### config.mk
export PLATFORM = sky130hd
export DESIGN_NAME = vga_dither_out
export DESIGN_NICKNAME = d
export VERILOG_FILES = /design/src/rtl/video_dither_pkg.sv /design/src/rtl/dither_channel.sv /design/src/rtl/vga_dither_out.sv
export SDC_FILE = /design/constraint.sdc
export NUM_CORES = 1
export LEC_CHECK = 0
export ABC_AREA = 1
export ABC_CLOCK_PERIOD_IN_PS = 3840
export CAP_MARGIN = 15
export CORE_MARGIN = 4
export CORE_UTILIZATION = 40
export CTS_BUF_LIST = sky130_fd_sc_hd__clkbuf_4
export DETAILED_ROUTE_END_ITERATION = 10
export HOLD_SLACK_MARGIN = 0.12
export PLACE_DENSITY = 0.66
export SLEW_MARGIN = 20
export SYNTH_ARGS = -nofsm -noshare
export SYNTH_HDL_FRONTEND = slang
export SYNTH_SLANG_ARGS = --single-unit
### constraint.sdc
create_clock -name clk_vid -period 3.84 [get_ports clk_vid]
set_clock_uncertainty 0.15 [all_clocks]
set_input_delay 0.384 -clock clk_vid [delete_from_list [all_inputs] [get_ports clk_vid]]
set_output_delay 0.384 -clock clk_vid [all_outputs]
set_load 0.03 [all_outputs]
### src/rtl/video_dither_pkg.sv
// Shared constants and helpers for the VGA output dither stage:
// the 2x2 Bayer matrix and the per-pixel threshold scaling.
package video_dither_pkg;

  // Indexed as BAYER2[yi][xi].
  localparam logic [1:0] BAYER2 [2][2] = '{'{2'd0, 2'd2}, '{2'd3, 2'd1}};

  function automatic bit bpp_legal(input int bpp);
    return (bpp >= 32'sd1) && (bpp <= 32'sd8);
  endfunction

  function automatic int drop_bits(input int bpp);
    return 32'sd8 - bpp;
  endfunction

  // Scale a matrix entry (0..3) so it spans the d dropped bits.
  function automatic logic [7:0] threshold(input logic [1:0] idx, input int d);
    logic [7:0] m_s;
    m_s = {6'd0, idx};
    if (d >= 32'sd2) begin
      threshold = m_s << (d - 32'sd2);
    end else if (d == 32'sd1) begin
      threshold = m_s >> 1;
    end else begin
      threshold = 8'd0;
    end
  endfunction

endpackage

### src/rtl/dither_channel.sv
// One colour channel: threshold add, saturate, truncate to the DAC depth and
// blank outside active video, across two ce_pix-qualified pipeline stages.
module dither_channel #(
  parameter int OUT_BPP = 6
) (
  input  logic               clk_vid,
  input  logic               reset_n,
  input  logic               ce_pix,
  input  logic [7:0]         pix_in,
  input  logic [7:0]         thr_in,
  input  logic               de_stage1,
  output logic [OUT_BPP-1:0] pix_out
);

  localparam int D = 8 - OUT_BPP;

  logic [8:0]         sum_s;
  logic [8:0]         sum_r;
  logic [OUT_BPP-1:0] sat_s;

  // Nine-bit sum keeps the carry so saturation never wraps to black.
  always_comb begin
    sum_s = {1'b0, pix_in} + {1'b0, thr_in};
    if (sum_r[8]) begin
      sat_s = {OUT_BPP{1'b1}};
    end else begin
      sat_s = sum_r[7:D];
    end
  end

  // Stage 1 holds the sum, stage 2 the blanked DAC code.
  always_ff @(posedge clk_vid or negedge reset_n) begin
    if (!reset_n) begin
      sum_r   <= 9'd0;
      pix_out <= {OUT_BPP{1'b0}};
    end else if (ce_pix) begin
      sum_r   <= sum_s;
      pix_out <= de_stage1 ? sat_s : {OUT_BPP{1'b0}};
    end
  end

endmodule

### src/rtl/vga_dither_out.sv
// VGA DAC output stage: 2x2 ordered dither of 8-bit RGB down to OUT_BPP bits,
// with syncs and DE delay-matched through the same two-stage pipeline.
module vga_dither_out
  import video_dither_pkg::*;
#(
  parameter int OUT_BPP  = 6,
  parameter bit TEMPORAL = 1'b1
) (
  input  logic               clk_vid,
  input  logic               reset_n,
  input  logic               ce_pix,
  input  logic [7:0]         vid_r,
  input  logic [7:0]         vid_g,
  input  logic [7:0]         vid_b,
  input  logic               vid_hs,
  input  logic               vid_vs,
  input  logic               vid_de,
  input  logic               dither_en,
  output logic [OUT_BPP-1:0] vga_r,
  output logic [OUT_BPP-1:0] vga_g,
  output logic [OUT_BPP-1:0] vga_b,
  output logic               vga_hs,
  output logic               vga_vs,
  output logic               vga_de
);

  localparam int D = drop_bits(OUT_BPP);

  if (!bpp_legal(OUT_BPP)) begin : g_bpp_check
    $error("vga_dither_out: OUT_BPP must lie in 1..8");
  end

  logic       x_ph_r, y_ph_r, f_ph_r;
  logic       de_prev_r, vs_prev_r;
  logic       de_s1_r, hs_s1_r, vs_s1_r;
  logic       vs_rise_s, de_fall_s, xi_s, yi_s;
  logic [7:0] thr_s;

  // Matrix lookup uses the phases as they stand before this pixel's update.
  always_comb begin
    vs_rise_s = vid_vs & ~vs_prev_r;
    de_fall_s = ~vid_de & de_prev_r;
    xi_s      = x_ph_r ^ f_ph_r;
    yi_s      = y_ph_r ^ f_ph_r;
    if (dither_en) begin
      thr_s = threshold(BAYER2[yi_s][xi_s], D);
    end else begin
      thr_s = 8'd0;
    end
  end

  // Phase tracking; a vsync rise clears y_ph even when DE falls alongside it.
  always_ff @(posedge clk_vid or negedge reset_n) begin
    if (!reset_n) begin
      x_ph_r    <= 1'b0;
      y_ph_r    <= 1'b0;
      f_ph_r    <= 1'b0;
      de_prev_r <= 1'b0;
      vs_prev_r <= 1'b0;
    end else if (ce_pix) begin
      de_prev_r <= vid_de;
      vs_prev_r <= vid_vs;
      x_ph_r    <= vid_de ? ~x_ph_r : 1'b0;
      if (vs_rise_s) begin
        y_ph_r <= 1'b0;
      end else if (de_fall_s) begin
        y_ph_r <= ~y_ph_r;
      end
      if (TEMPORAL && vs_rise_s) begin
        f_ph_r <= ~f_ph_r;
      end
    end
  end

  // Sync and DE delay line matching the colour pipeline.
  always_ff @(posedge clk_vid or negedge reset_n) begin
    if (!reset_n) begin
      de_s1_r <= 1'b0;
      hs_s1_r <= 1'b0;
      vs_s1_r <= 1'b0;
      vga_de  <= 1'b0;
      vga_hs  <= 1'b0;
      vga_vs  <= 1'b0;
    end else if (ce_pix) begin
      de_s1_r <= vid_de;
      hs_s1_r <= vid_hs;
      vs_s1_r <= vid_vs;
      vga_de  <= de_s1_r;
      vga_hs  <= hs_s1_r;
      vga_vs  <= vs_s1_r;
    end
  end

  dither_channel #(.OUT_BPP(OUT_BPP)) u_ch_r (
    .clk_vid(clk_vid), .reset_n(reset_n), .ce_pix(ce_pix),
    .pix_in(vid_r), .thr_in(thr_s), .de_stage1(de_s1_r), .pix_out(vga_r)
  );

  dither_channel #(.OUT_BPP(OUT_BPP)) u_ch_g (
    .clk_vid(clk_vid), .reset_n(reset_n), .ce_pix(ce_pix),
    .pix_in(vid_g), .thr_in(thr_s), .de_stage1(de_s1_r), .pix_out(vga_g)
  );

  dither_channel #(.OUT_BPP(OUT_BPP)) u_ch_b (
    .clk_vid(clk_vid), .reset_n(reset_n), .ce_pix(ce_pix),
    .pix_in(vid_b), .thr_in(thr_s), .de_stage1(de_s1_r), .pix_out(vga_b)
  );

endmodule

# --- Yosys cells after proc, flatten, opt, wreduce, memory -nomap -nowiden ---
# Index checks and enable logic that the tools add are counted.
# Widths: inputs -> output; s select.
op_classes:
  muxes: 16
  bitwise_logic: 11
  n_reduce_logical: 3
  n_lt_le_gt_ge: 2
  mul: 0
  shifts: 0
  n_addsub: 3
  div_mod_pow: 0
  n_eq_ne: 0
ops:
  columns: ["op", "n"]
  rows:
  - ["$mux 6", 6]
  - ["$add 8x2->9", 3]
  - ["$mux 4", 3]
  - ["$mux 2", 4]
  - ["$not 1->1", 5]
  - ["$ge 2x2->1 const B", 2]
  - ["$not 1->2", 2]
  - ["$reduce_and 2->1", 2]
  - ["$mux 1", 3]
  - ["$and 1x1->1", 2]
  - ["$reduce_bool 2->1", 1]
  - ["$xor 1x1->1", 2]
totals:
  latchBits: 0
  elab_cells: 50
  mem_bits_rw: 0
  mem_bits_ro: 0
  register_bits: 54
  mem_count: 0
  in_bits: 31

# --- Longest topological paths before layout ---
depth:
  depth_word: 10
  mapped_depth: 11
  depth_no_buf: 11

# --- Cells and area by module ---
# Synthesis repeated with hierarchy kept, for this count alone.
unflattened:
  cells_unflattened: 401
  hier_area_um2: 2940.3
by_module_without_submodules:
  columns: ["mod", "cells_per_inst", "area_per_inst_um2", "n_inst"]
  rows:
  - ["dither_channel", 119, 849.6, 3]
  - ["vga_dither_out", 44, 391.6, 1]

# --- Worst setup path after synthesis ---
# OpenSTA, ideal clock, no wires.
synth_path:
  path_type: "register -> register"
  start: "register y_ph_r"
  end: "register u_ch_b.sum_r[7]"
  period_less_slack_ns: 1.712
  path_slack_ns: 2.128
  path_buffers: 0
  path_stages_with_launch: 11
  arrival_time_ns: 1.445
  path_cell_list: "dfrtp_1 -> o21ai_0 -> a21oi_1 -> ha_1 -> nand2_1 -> nor2_1 -> nand3_2 -> nand2_2 -> nand2_2 -> nor2_1 -> nor2_1"
synth_via:
  elab_chain_len: 10
synth_lines:
  columns: ["item", "line_no", "text"]
  rows:
  - ["from (decl)", "vga_dither_out.sv:33", "logic x_ph_r, y_ph_r, f_ph_r;"]
  - ["from (signal assigned)", "vga_dither_out.sv:67", "y_ph_r <= ~y_ph_r;"]
  - ["$xor 1x1->1", "vga_dither_out.sv:44", "yi_s = y_ph_r ^ f_ph_r;"]
  - ["$not 1->2 (not written as such)", "vga_dither_out.sv:46", "thr_s = threshold(BAYER2[yi_s][xi_s], D);"]
  - ["$mux 4 (not written as such) (3 in a row)", "vga_dither_out.sv:46", null]
  - ["$mux 2 (not written as such) (3 in a row)", "vga_dither_out.sv:46", null]
  - ["$mux 2", "vga_dither_out.sv:45", "if (dither_en) begin"]
  - ["$add 8x2->9", "dither_channel.sv:23", "sum_s = {1'b0, pix_in} + {1'b0, thr_in};"]
  - ["to (signal assigned)", "dither_channel.sv:37", "sum_r <= sum_s;"]
  - ["to (decl)", "dither_channel.sv:18", "logic [8:0] sum_r;"]
# Every way passes these cells. The select of a mux whose other input is x is not followed.
# A chain may end at the register's enable or synchronous reset.

# --- Final worst setup path ---
layout_path:
  start: "input port ce_pix"
  end: "register y_ph_r"
layout_via:
  elab_chain_len: 1
layout_lines:
  columns: ["item", "line_no", "text"]
  rows:
  - ["from (decl)", "vga_dither_out.sv:11", "input logic ce_pix,"]
  - ["$reduce_and 2->1 (no line)", null, null]
# Every way passes these cells.

==> key figures <==
Global routing
  • Vias in the first global route: a little over 2000
  • Initial antenna violation count: 0
  • Grt total ovfl: 0
  • First-pass GRT wire length: approximately 8.8 mm
  • All-Layer GR Usage: 0.151
  • Pin count of the biggest net entering global routing: between 50 and 60

Place
  • Placer Congestion: 0.769
  • Port bufs: between 50 and 60
  • Dpl ws: roughly 1200 ps
  • Dpl hpwl: ~3.6 mm

Setup path
  • RR Endpoint: u_ch_g.sum_r[7]
  • Flop-to-flop setup slack: about 1700 ps
  • Worst-path fanout max: 20
  • Setup crit end kind: flop
  • Crit Reg-Reg Startpoint: y_ph_r
  • Crit Path Class: in -> reg
  • Reg2reg path depth: 11
  • Critical Path RT: just under 4000 ps
  • Setup crit start kind: input port
  • Crit path DAT: around 2300 ps

Cells and area
  • Footprint of the multi-input gates: about 1000 um2
  • Commonest non-fill, non-tap cell in the layout: nand2_1
  • Final core utilization: 0.530
  • Fillers: between 500 and 600
  • Most frequent cells in the layout: nand2_1, clkdlybuf4s50_1, dfrtp_1, nor2_1, o21ai_0
  • Share of cells above drive strength 1: 0.0780
  • Antenna diode count: 0
  • Fin nets: approximately 380
  • Area growth syn-to-layout: 26.4%
  • Register Area: 1200 um2

Power and ir drop
  • Cell Int Power: just under 800 uW
  • Peak supply drop: between 200 and 250 uV
  • PwrDens: ~400 nW/um2
  • Combinational share of power: 0.289
  • Leakage: ~0.0014 uW
  • Sw Ratio: 0.331
  • Clock Power Share: 0.196
  • Sw Pwr: 393 uW
  • Sequential power share: 0.515

Synth
  • Synth Net Count: 329
  • Synth Register Bits: 48
  • Post-Syn Instances: 295
  • Ys Warns: 0
  • Post-synthesis cell type count: 27
  • Syn_area_per_cell: ~8.0 um2
  • Mapped Area: 2350 um2
  • Register area share after synthesis: 0.511

Drt
  • Via count: 2000
  • WL/cell: approximately 12 um
  • # DRC: 0
  • Vias per inst: 4.78
  • Final WL: roughly 5.0 mm
  • Routed Antenna Nets: 0
  • Initial DRC Count: between 90 and 100
  • Detailed Routing Iterations Pass 1: 4

CTS
  • Clock root buffer: clkbuf_4
  • H-tree depth: 2
  • Post-CTS setup buffer count: 0
  • Clock slew at reported path FFs: about 130 ps
  • Clk buf depth: 2
  • Clock net sink count: 48
  • Skew-Pair Late Insertion Delay: between 300 and 400 ps
  • TritonCTS Buffers: 5
  • CTS tree: built

STA
  • Slew @ Worst Pin: 782 ps
  • Setup TNS: 0 ps
  • FMAX: roughly 460 MHz
  • Slew Limit Fails: 0
  • Final hold vios: 0
  • Rel. slew slack: 0.478
  • Final setup violation count: 0
  • Final WS setup: 1650 ps
  • RSZ-0062 raised after global routing: false
  • Tcrit/Tclk final: 0.570
  • Min Clock Period, post-route: approximately 2200 ps

Hold path
  • Hold/Removal Path Class: reg -> reg
  • Hold Path Sink: de_s1_r
  • Hold path depth: 2
  • HP Start: de_s1_r

Run
  • Max-Cap Viols: 0

Floorplanning
  • Rows: 27
  • Die Ht: 84.7 um
  • Core Region: 5610 um2
  • Initial core utilization: 0.419
  • Die Wd: between 80 and 90 um
  • Full die area: 7170 um2
  • Number of I/O pins: 52

Run status
  • Outcome: finished clean
-- cells by family (layout without fill, tap and decap cells) --
group                      Yosys count  after routing  share of synthesized area
AOI/OAI and AO/OA                   33             33                     0.0702
and+or+nand+nor                    177            177                      0.337
adders and majority gates            3              3                     0.0160
xor gates and xnor gates             1              1                    0.00373
DFF                                 48             48                      0.511
muxes                                1              1                    0.00479
buffers and inverters               32             83                     0.0569
-- power groups by stage --
stage	sequential [uW]	combinational [uW]	clock [uW]
finish	611	342	233
global route	621	384	268
CTS	611	348	248
detailed placement	621	346	0
global placement	619	340	0
floorplan	659	171	0
-- how the worst max path moves through the flow --
stage / from / endpoint / slack, ps / cells after the start
floorplan: y_ph_r / u_ch_b.sum_r[7] / 2130 / 10
global placement: ce_pix / y_ph_r / 1280 / 4
detailed placement: ce_pix / y_ph_r / 1250 / 4
CTS: ce_pix / y_ph_r / 1650 / 4
global route: y_ph_r / u_ch_g.sum_r[6] / 1480 / 11
finish: ce_pix / y_ph_r / 1650 / 4
-- worst max-delay path: stages --
cell             delay (ps)
clkdlybuf4s50_1         740
nand2_1                 470
o21ai_0                 330
mux2_2                  360
-- Yosys cell counts --
library cell	number	area (um2)
buf_4	1	7.51
o21ai_1	1	5.00
buf_6	1	11.3
a21oi_1	2	10.0
or2_2	2	12.5
nand2_2	7	43.8
nand3_2	3	30.0
o21ai_0	30	150
mux2_2	1	11.3
inv_2	1	3.75
ha_1	3	37.5
nand2_1	101	379
nand3_1	21	105
nor2_2	1	6.26
nand4_1	3	18.8
nand3b_1	3	22.5
nor2_1	31	116
nor3_1	2	10.0
xnor2_1	1	8.76
buf_2	1	5.00
dfrtp_1	48	1200
nor2_8	1	20.0
nand3_4	1	17.5
clkbuf_1	6	22.5
clkbuf_2	1	5.00
inv_1	21	78.8
nand2_4	1	11.3
-- through the flow --
step,hold WS [ps],power (uW),area [um2],std cells
2_1_floorplan,-61.6,830,2350,295
3_3_place_gp,304,959,2900,409
3_5_place_dp,311,967,2900,409
4_1_cts,342,1210,2970,418
5_1_grt,365,1270,2970,418
6_report,339,1190,2970,418
-- registers in the layout, summed over array words and instances (netlist names) --
name,count
de_s1_r,1
f_ph_r,1
hs_s1_r,1
u_ch_b.pix_out,6
u_ch_b.sum_r,7
u_ch_g.pix_out,6
u_ch_g.sum_r,7
u_ch_r.pix_out,6
u_ch_r.sum_r,7
vga_de,1
vga_hs,1
vga_vs,1
vs_s1_r,1
x_ph_r,1
y_ph_r,1
-- timing repair --
action                    in CTS  in global routing
hold buffers                   1                  0
hold endpoints to repair      48                  0
resized for setup              0                  0
-- final cells by class --
type | instances | area share
clock buffer | 7 | 0.0177
clock inverter | 1 | 0.00126
inverter | 22 | 0.0278
multi-input combinational | 215 | 0.342
sequential | 48 | 0.404
tap | 72 | 0.0303
timing repair buffer | 53 | 0.177
-- layer usage --
| metal | track usage | share of wire | vias to the layer above |
|---|---|---|---|
| met4 | 0.0388 | 0.012 | 0 |
| met2 | 0.267 | 0.49 | 38 |
| li1 | - | - | 1038 |
| met1 | 0.183 | 0.45 | 919 |
| met3 | 0.0353 | 0.055 | 5 |
| met5 | 0 | 0 | - |
Power figures use the tool's default switching activity.
